===== src/rtl/cpuy_pkg.sv =====
// rtl/cpuy_pkg.sv - shared constants, state type and helpers for the cpuy interrupt logic
package cpuy_pkg;

   // Vector table for the cpuy core
   localparam logic [11:0] VEC_RESET = 12'h000;
   localparam logic [11:0] VEC_EI    = 12'h010;
   localparam logic [11:0] VEC_T0    = 12'h020;
   localparam logic [11:0] VEC_T1    = 12'h030;

   // Source indices; a lower index means a higher priority
   localparam int SRC_EXT = 0;
   localparam int SRC_T0  = 1;
   localparam int SRC_T1  = 2;

   // Interrupt sequencing states
   typedef enum logic [1:0] {
      ST_IDLE    = 2'd0,
      ST_REQUEST = 2'd1,
      ST_SERVICE = 2'd2
   } int_state_t;

   // active_id: 0 means nothing granted, otherwise source index + 1
   localparam logic [1:0] ACTIVE_NONE = 2'd0;

   function automatic logic [1:0] active_of(input logic [1:0] idx);
      return idx + 2'd1;
   endfunction

   // Vector of a source; the 12-bit add wraps by construction
   function automatic logic [11:0] vec_of(input logic [11:0] base,
                                          input logic [11:0] stride,
                                          input logic [1:0]  idx);
      return base + stride * {10'd0, idx};
   endfunction

endpackage


===== src/rtl/int_ctrl_if.sv =====
// rtl/int_ctrl_if.sv - signal bundle between interrupt sources/CPU and int_ctrl
interface int_ctrl_if #(
   parameter int N_SRC = 3
);
   logic [N_SRC-1:0] src_irq;
   logic             gie;
   logic [N_SRC-1:0] ie;
   logic [N_SRC-1:0] pend_clr;
   logic             int_ack;
   logic             eoi;
   logic             int_req;
   logic [11:0]      int_vector;
   logic [1:0]       active_id;
   logic [N_SRC-1:0] pending;
   logic [N_SRC-1:0] src_ack;
   logic             eoi_err;

   // CPU and source side
   modport master (
      output src_irq, gie, ie, pend_clr, int_ack, eoi,
      input  int_req, int_vector, active_id, pending, src_ack, eoi_err
   );

   // Controller side
   modport slave (
      input  src_irq, gie, ie, pend_clr, int_ack, eoi,
      output int_req, int_vector, active_id, pending, src_ack, eoi_err
   );
endinterface


===== src/rtl/prio_enc.sv =====
// rtl/prio_enc.sv - fixed-priority encoder, lowest set index wins
module prio_enc #(
   parameter int N = 3,
   parameter int W = 2
) (
   input  logic [N-1:0] req,
   output logic         valid,
   output logic [W-1:0] idx
);

   // Scan from the top down so the lowest set bit is written last
   always_comb begin
      valid = 1'b0;
      idx   = '0;
      for (int i = N - 1; i >= 0; i--) begin
         if (req[i]) begin
            valid = 1'b1;
            idx   = W'(i);
         end
      end
   end

endmodule


===== src/rtl/int_ctrl.sv =====
// rtl/int_ctrl.sv - fixed-priority interrupt controller with ack/eoi sequencing
module int_ctrl
   import cpuy_pkg::*;
#(
   parameter int          N_SRC      = 3,
   parameter logic [11:0] VEC_BASE   = VEC_EI,
   parameter logic [11:0] VEC_STRIDE = VEC_T0 - VEC_EI
) (
   input logic       clk,
   input logic       rst,
   int_ctrl_if.slave bus
);

   int_state_t       state_q, state_d;
   logic [N_SRC-1:0] irq_q;
   logic [N_SRC-1:0] pending_q, pending_d;
   logic [N_SRC-1:0] src_ack_q, src_ack_d;
   logic [N_SRC-1:0] clr_mask;
   logic [N_SRC-1:0] grant_mask;
   logic [N_SRC-1:0] eligible;
   logic             int_req_q, int_req_d;
   logic [11:0]      vec_q, vec_d;
   logic [1:0]       active_q, active_d;
   logic [1:0]       grant_q, grant_d;
   logic             eoi_err_q, eoi_err_d;
   logic             cand_valid;
   logic [1:0]       cand_idx;

   assign eligible   = pending_q & bus.ie;
   assign grant_mask = N_SRC'(1) << grant_q;

   prio_enc #(
      .N (N_SRC),
      .W (2)
   ) u_prio_enc (
      .req   (eligible),
      .valid (cand_valid),
      .idx   (cand_idx)
   );

   // Next-state, grant and pending update; pending set beats any clear
   always_comb begin
      state_d   = state_q;
      int_req_d = int_req_q;
      vec_d     = vec_q;
      active_d  = active_q;
      grant_d   = grant_q;
      eoi_err_d = eoi_err_q;
      src_ack_d = '0;
      clr_mask  = bus.pend_clr;
      case (state_q)
         ST_IDLE: begin
            if (bus.int_ack || bus.eoi) begin
               eoi_err_d = 1'b1;
            end
            if (bus.gie && cand_valid) begin
               grant_d   = cand_idx;
               vec_d     = vec_of(VEC_BASE, VEC_STRIDE, cand_idx);
               active_d  = active_of(cand_idx);
               int_req_d = 1'b1;
               state_d   = ST_REQUEST;
            end
         end
         ST_REQUEST: begin
            if (bus.int_ack) begin
               int_req_d = 1'b0;
               src_ack_d = grant_mask;
               clr_mask  = bus.pend_clr | grant_mask;
               state_d   = ST_SERVICE;
            end else if (!bus.gie || !bus.ie[grant_q]) begin
               int_req_d = 1'b0;
               active_d  = ACTIVE_NONE;
               state_d   = ST_IDLE;
            end
         end
         ST_SERVICE: begin
            if (bus.eoi) begin
               active_d = ACTIVE_NONE;
               state_d  = ST_IDLE;
            end
         end
         default: begin
            state_d = ST_IDLE;
         end
      endcase
      pending_d = (pending_q & ~clr_mask) | (bus.src_irq & ~irq_q);
   end

   // State and output registers; reset abandons any service in flight
   always_ff @(posedge clk) begin
      if (rst) begin
         state_q   <= ST_IDLE;
         irq_q     <= '0;
         pending_q <= '0;
         src_ack_q <= '0;
         int_req_q <= 1'b0;
         vec_q     <= VEC_RESET;
         active_q  <= ACTIVE_NONE;
         grant_q   <= 2'd0;
         eoi_err_q <= 1'b0;
      end else begin
         state_q   <= state_d;
         irq_q     <= bus.src_irq;
         pending_q <= pending_d;
         src_ack_q <= src_ack_d;
         int_req_q <= int_req_d;
         vec_q     <= vec_d;
         active_q  <= active_d;
         grant_q   <= grant_d;
         eoi_err_q <= eoi_err_d;
      end
   end

   assign bus.int_req    = int_req_q;
   assign bus.int_vector = vec_q;
   assign bus.active_id  = active_q;
   assign bus.pending    = pending_q;
   assign bus.src_ack    = src_ack_q;
   assign bus.eoi_err    = eoi_err_q;

endmodule


===== src/flat_wrapper.sv =====
// flat-port wrapper written by rule: the top's interface ports become plain ports
module int_ctrl_flat import cpuy_pkg::*;
#(
   parameter int          N_SRC      = 3,
   parameter logic [11:0] VEC_BASE   = VEC_EI,
   parameter logic [11:0] VEC_STRIDE = VEC_T0 - VEC_EI
)
  (clk, rst, bus_src_irq, bus_gie, bus_ie, bus_pend_clr, bus_int_ack, bus_eoi, bus_int_req, bus_int_vector, bus_active_id, bus_pending, bus_src_ack, bus_eoi_err);
  int_ctrl_if #(.N_SRC(N_SRC)) bus_i ();
  input logic clk;
  input logic rst;
  input wire logic [$bits(bus_i.src_irq)-1:0] bus_src_irq;
  input wire logic [$bits(bus_i.gie)-1:0] bus_gie;
  input wire logic [$bits(bus_i.ie)-1:0] bus_ie;
  input wire logic [$bits(bus_i.pend_clr)-1:0] bus_pend_clr;
  input wire logic [$bits(bus_i.int_ack)-1:0] bus_int_ack;
  input wire logic [$bits(bus_i.eoi)-1:0] bus_eoi;
  output wire logic [$bits(bus_i.int_req)-1:0] bus_int_req;
  output wire logic [$bits(bus_i.int_vector)-1:0] bus_int_vector;
  output wire logic [$bits(bus_i.active_id)-1:0] bus_active_id;
  output wire logic [$bits(bus_i.pending)-1:0] bus_pending;
  output wire logic [$bits(bus_i.src_ack)-1:0] bus_src_ack;
  output wire logic [$bits(bus_i.eoi_err)-1:0] bus_eoi_err;
  assign bus_i.src_irq = bus_src_irq;
  assign bus_i.gie = bus_gie;
  assign bus_i.ie = bus_ie;
  assign bus_i.pend_clr = bus_pend_clr;
  assign bus_i.int_ack = bus_int_ack;
  assign bus_i.eoi = bus_eoi;
  assign bus_int_req = bus_i.int_req;
  assign bus_int_vector = bus_i.int_vector;
  assign bus_active_id = bus_i.active_id;
  assign bus_pending = bus_i.pending;
  assign bus_src_ack = bus_i.src_ack;
  assign bus_eoi_err = bus_i.eoi_err;
  int_ctrl #(.N_SRC(N_SRC), .VEC_BASE(VEC_BASE), .VEC_STRIDE(VEC_STRIDE)) u_core (.clk(clk), .rst(rst), .bus(bus_i));
endmodule

===== config.mk =====
export PLATFORM = sky130hd
export DESIGN_NAME = int_ctrl_flat
export DESIGN_NICKNAME = d
export VERILOG_FILES = /design/src/rtl/cpuy_pkg.sv /design/src/rtl/int_ctrl_if.sv /design/src/rtl/prio_enc.sv /design/src/rtl/int_ctrl.sv /design/src/flat_wrapper.sv
export SDC_FILE = /design/constraint.sdc
export NUM_CORES = 1
export LEC_CHECK = 0
export CAP_MARGIN = 20
export CORE_MARGIN = 2
export CORE_UTILIZATION = 40
export DETAILED_ROUTE_END_ITERATION = 8
export PLACE_DENSITY = 0.74
export SYNTH_ARGS = -nofsm -noshare
export SYNTH_HDL_FRONTEND = slang
export SYNTH_SLANG_ARGS = --single-unit
export TNS_END_PERCENT = 50

===== constraint.sdc =====
create_clock -name clk -period 3.2 [get_ports clk]
set_input_delay 0.8 -clock clk [delete_from_list [all_inputs] [get_ports clk]]
set_output_delay 0.8 -clock clk [all_outputs]
set_load 0.02 [all_outputs]

### Word-level counts from Yosys, hierarchy flattened

Cells that the tools add are included.

* register bits after elaboration: 29
* latch bits: 0
* memory bits (writable): 0
* memory bits (read-only): 0
* bits of input ports: 14
* output and inout bits: 22
* word-level logic and storage cells: 65
* memories: 0

* add/sub/neg operators: 2
* $mul: 0
* div/mod/pow operators: 0
* $lt $le $gt $ge: 1
* equal/unequal tests: 7
* shift operators: 1
* multiplexer cells: 22
* bitwise logic cells: 9
* reduce and logical (&&, ||, !) cells: 14

Operators by type and width (count)
* 2-bit two-way mux: 9
* 2-bit one-hot mux with 3 select lines: 2
* 3-bit AND: 3
* 5-bit by 6-bit adder with 7-bit output (first input constant): 1
* 1-bit two-way mux: 7
* 3-bit two-way mux: 2
* 3-bit NOT: 2
* 3-bit bitwise OR: 2
* 3-bit AND reduction: 2
* 5-bit AND reduction: 1
* 2-bit by 1-bit inequality test with 1-bit output (second input constant): 2
* 2-bit inequality test (second input constant): 2
* 2-bit AND reduction: 2
* 2-bit by 3-bit < comparator with 1-bit output (second input constant): 1
* 3-bit by 2-bit inequality test with 1-bit output (second input constant): 1
* 3-bit nonzero test: 1
* 3-bit OR reduction: 1
* 1-bit by 2-bit << shifter with 3-bit output (first input constant): 1
* 2-bit by 1-bit adder with 2-bit output (second input constant): 1
* 1-bit binary-select mux with 2-bit select: 1
* 2-bit by 1-bit == test with 1-bit output (second input constant): 1
* 2-bit == test (second input constant): 1
* 1-bit zero test: 2
* 2-bit zero test: 1
* other kinds (5): 7

### Depth between registers and ports, before layout

* depth after elaboration: 7
* depth in mapped cells: 6
* depth with buffers taken out: 6

### Modules after synthesis

Synthesis repeated with hierarchy kept, for this count alone.

* cell total of the unflattened synthesis: 110
* area, all modules: 978.4 sq um

By module, submodules not included
* int_ctrl: times used 1, cells an instance 107, area an instance 958.4 sq um, seq. area each 400.4 sq um
* prio_enc: times used 1, cells an instance 3, area an instance 20.0 sq um, seq. area each 0.0 sq um

### Worst setup path after synthesis

OpenSTA, ideal clock, no wires.

* path type: input to register
* start point: in bus_ie[0]
* end point: reg u_core.active_q[0] (netlist: u_core.bus.active_id[0])
* library setup time: 0.121 ns
* data arrival time: 1.878 ns
* required time: 3.079 ns
* path slack: 1.201 ns
* stages: 4
* path buffers: 0
* cell sequence: a222oi_1 -> a211o_2 -> a221oi_2 -> mux2_4

* word-level cells in the longest chain between the ends: 6
* elaborated cells on any way between the ends: 14

Ends and longest elaborated chain
* from (decl): line flat_wrapper.sv:14 `input wire logic [$bits(bus_i.ie)-1:0] bus_ie;`
* parallel branches: the longest is 6 deep, another holds 2-bit by 1-bit adder with 2-bit output
* to (signal assigned): line int_ctrl.sv:108 `active_q <= active_d;`
* to (decl): line int_ctrl.sv:23 `logic [1:0] active_q, active_d;`

Parallel ways; which one is timed is not known. The select of a mux whose other input is x is not followed.
A chain may end at the register's enable or synchronous reset.

### Worst setup path after layout

Same ends and word-level chain as after synthesis.

==> flow_metrics.tcl <==
set metrics [dict create \
    status "complete, no violations" \
    row_count 18 \
    clock_sinks 20 \
    numCtsBuffers 3 \
    reg2reg_depth 6 \
    cap_violations 0 \
    worstMarginPinSlew_ns 0.629 \
    dr.pass1.iters 4 \
    period_needed_ns 2.32 \
    async_flop_share_pct 0 \
    met3_usage_pct 6.39 \
    rsz0062_at_grt "false" \
    drive_above_1_share_pct 7.35 \
    num_vias 842 \
    clkLatencyLatePin_ns 0.30 \
    synthCells 109 \
    numPortBuffers 26 \
    grt_use_met1_pct 20.0 \
    irDropWorstVdd_mv 0.426 \
    gr-total-overflow 0 \
    ys_ff_latch 20 \
    die_h_um 53.9 \
    cts_root_buf "clkbuf_4" \
    cts-hold-fix-buffers 0 \
    clock_path_buffers 2 \
    slew_headroom_pct 58.1 \
    grt_use_total_pct 16.3 \
    grt_pass1_wl_um 3380 \
    fin_worst_skew_ns 0.00599 \
    gp_congestion 0.870 \
    synth-main-ff-cell "dfxtp_1" \
    area_delta_synth_final_pct 29.4 \
    post-dp-hpwl_um 1640 \
    clock.fmax_ghz 0.431 \
    hold_viol_final 0 \
    drt_iter0_markers 13 \
    syn_area_sq_um 995 \
    antenna_found_initial 0 \
    p_leak_nw 0.485 \
    drv_slew 0 \
    start_util_pct 41.3 \
    r2r_setup_slack_ns 1.31 \
    final_cells 166 \
    final_nets 155 \
    placed_cell_area_sq_mm 0.00125 \
    cp.required_ns 3.41 \
    die_area_sq_mm 0.00290 \
    crit_type "primary input to flip-flop" \
    synth_area_per_cell_sq_um 9.13 \
    wire_per_inst_um 13.1 \
    crit_path_end_kind "flip-flop" \
    yosys-top-cells-area "dfxtp_1 (40%), buf_4 (6.8%), ha_1 (5.0%)" \
    synth_largest_area_cell "dfxtp_1" \
    grt_pass1_vias 773 \
    design_area_sq_mm 0.00129 \
    synth_common_cells "dfxtp_1 (20), buf_4 (9), inv_1 (8)" \
    ys_seq_area_share_pct 40.3 \
    synth_warnings 0 \
    grt_max_degree 14 \
    drt_wl_total_um 2180 \
    hold_path_depth 1 \
    path_clk_slew_ns 0.12 \
    met2_usage_pct 26.2 \
    critPathArrivalTime_ns 2.53 \
    post-cts-setup-buffers 0 \
    r2r_start "u_core.state_q[0]" \
    num_antenna_cells 0 \
    power_density_mw_per_mm2 421 \
    htreeDepth 1 \
    hp-class "flip-flop to flip-flop" \
    netlist.area_leader.share_pct 40.3 \
    r2r-end "u_core.bus.active_id[0]" \
    setup_tns_ns 0 \
    ant_nets 0 \
    ys_types 32 \
    cts_tree "built" \
    core_area_sq_mm 0.00241 \
    period_share_pct 72.4 \
    top_usage_layer "met2" \
    setup_violations 0 \
    start_kind "primary input" \
    hp-start "u_core.irq_q[0]" \
    cts.repair.resized 0 \
    synth_edf_count 0 \
    power_mw 0.542 \
    num_io_pins 36 \
    drt-vias-per-instance 5.07 \
    fin_util_pct 53.4 \
    post-synth-top-count-cell "dfxtp_1" \
    dp.cells 162 \
    worst-path-max-fanout 4 \
    die_w_um 53.9 \
    drc_errors 0 \
    holdPathEnd "u_core.bus.pending[0]" \
]
[sequential cells by signal, indices dropped and copies added, names as in the netlist]
signal	flops
u_core.state_q	2
u_core.grant_q	2
u_core.bus.active_id	2
u_core.bus.pending	3
u_core.bus.int_req	1
u_core.bus.src_ack	3
u_core.bus.int_vector	3
u_core.bus.eoi_err	1
u_core.irq_q	3
[cell families after synthesis]
family / after synthesis / share of synthesized area [%]
buf+inv: 20 / 10.9
other cells: 1 / 0.377
mux: 6 / 6.54
compound gates: 23 / 15.3
fa+ha+maj: 4 / 5.03
simple gates: 35 / 21.5
flops: 20 / 40.3
[layer usage]
layer | vias to the layer above | wire, um
li1 | 418 | -
met5 | - | 0
met3 | 2 | 136
met4 | 0 | 13
met2 | 28 | 1030
met1 | 394 | 991
[critical path, stage by stage]
cell and delay, ns:
clkdlybuf4s50_1 0.46, a222oi_1 0.63, a211o_2 0.27, a221oi_2 0.06, mux2_4 0.31
[cell usage in the layout (no fill, tap or decap), drive strengths merged]
cell type,count
o22ai,1
ha,4
nand2b,5
nor3b,2
mux2i,5
and4,1
dfxtp,20
nand4,1
clkdlybuf4s50,26
o211ai,1
mux2,1
or3,2
o311ai,3
nor4,2
o21ai,7
a222oi,1
nand3b,3
nor2,7
nor3,1
o21bai,1
a211o,1
or3b,2
nand2,4
inv,8
a221oi,1
buf,1
conb,9
a21oi,7
clkbuf,4
nand4bb,1
nor2b,4
[worst max-delay path by stage]
stage | depth (start not counted) | end | from | slack [ns]
finish | 5 | u_core.bus.active_id[0] | bus_ie[0] | 0.88
global route | 5 | u_core.bus.active_id[0] | bus_ie[0] | 0.81
CTS | 5 | u_core.bus.active_id[0] | bus_ie[0] | 0.88
detailed placement | 5 | u_core.bus.active_id[0] | bus_ie[0] | 0.54
global placement | 5 | u_core.bus.active_id[0] | bus_ie[0] | 0.61
floorplan | 4 | u_core.bus.active_id[0] | bus_ie[0] | 1.20
[layout make-up]
class                      count  area (sq um)
timing repair buffer          27           268
fill                         237          1120
tap                           30          37.5
multi-input combinational     77           515
clock buffer                   4          36.3
inverter                       8          30.0
sequential                    20           400
[power breakdown]
part	switching [mW]	internal, mW	leakage, nW
sequential	0.00949	0.263	0.164
combinational	0.0626	0.0584	0.300
clock	0.0792	0.0694	0.0210
[stage by stage]
step / worst slack (ns) / hold WS, ns
after floorplan: 1.20 / 0.399
after global placement: 0.613 / 0.406
after detailed placement: 0.544 / 0.406
after CTS: 0.880 / 0.423
after global routing: 0.810 / 0.455
final: 0.882 / 0.419
Note: power is estimated with default switching activity, not from simulation.
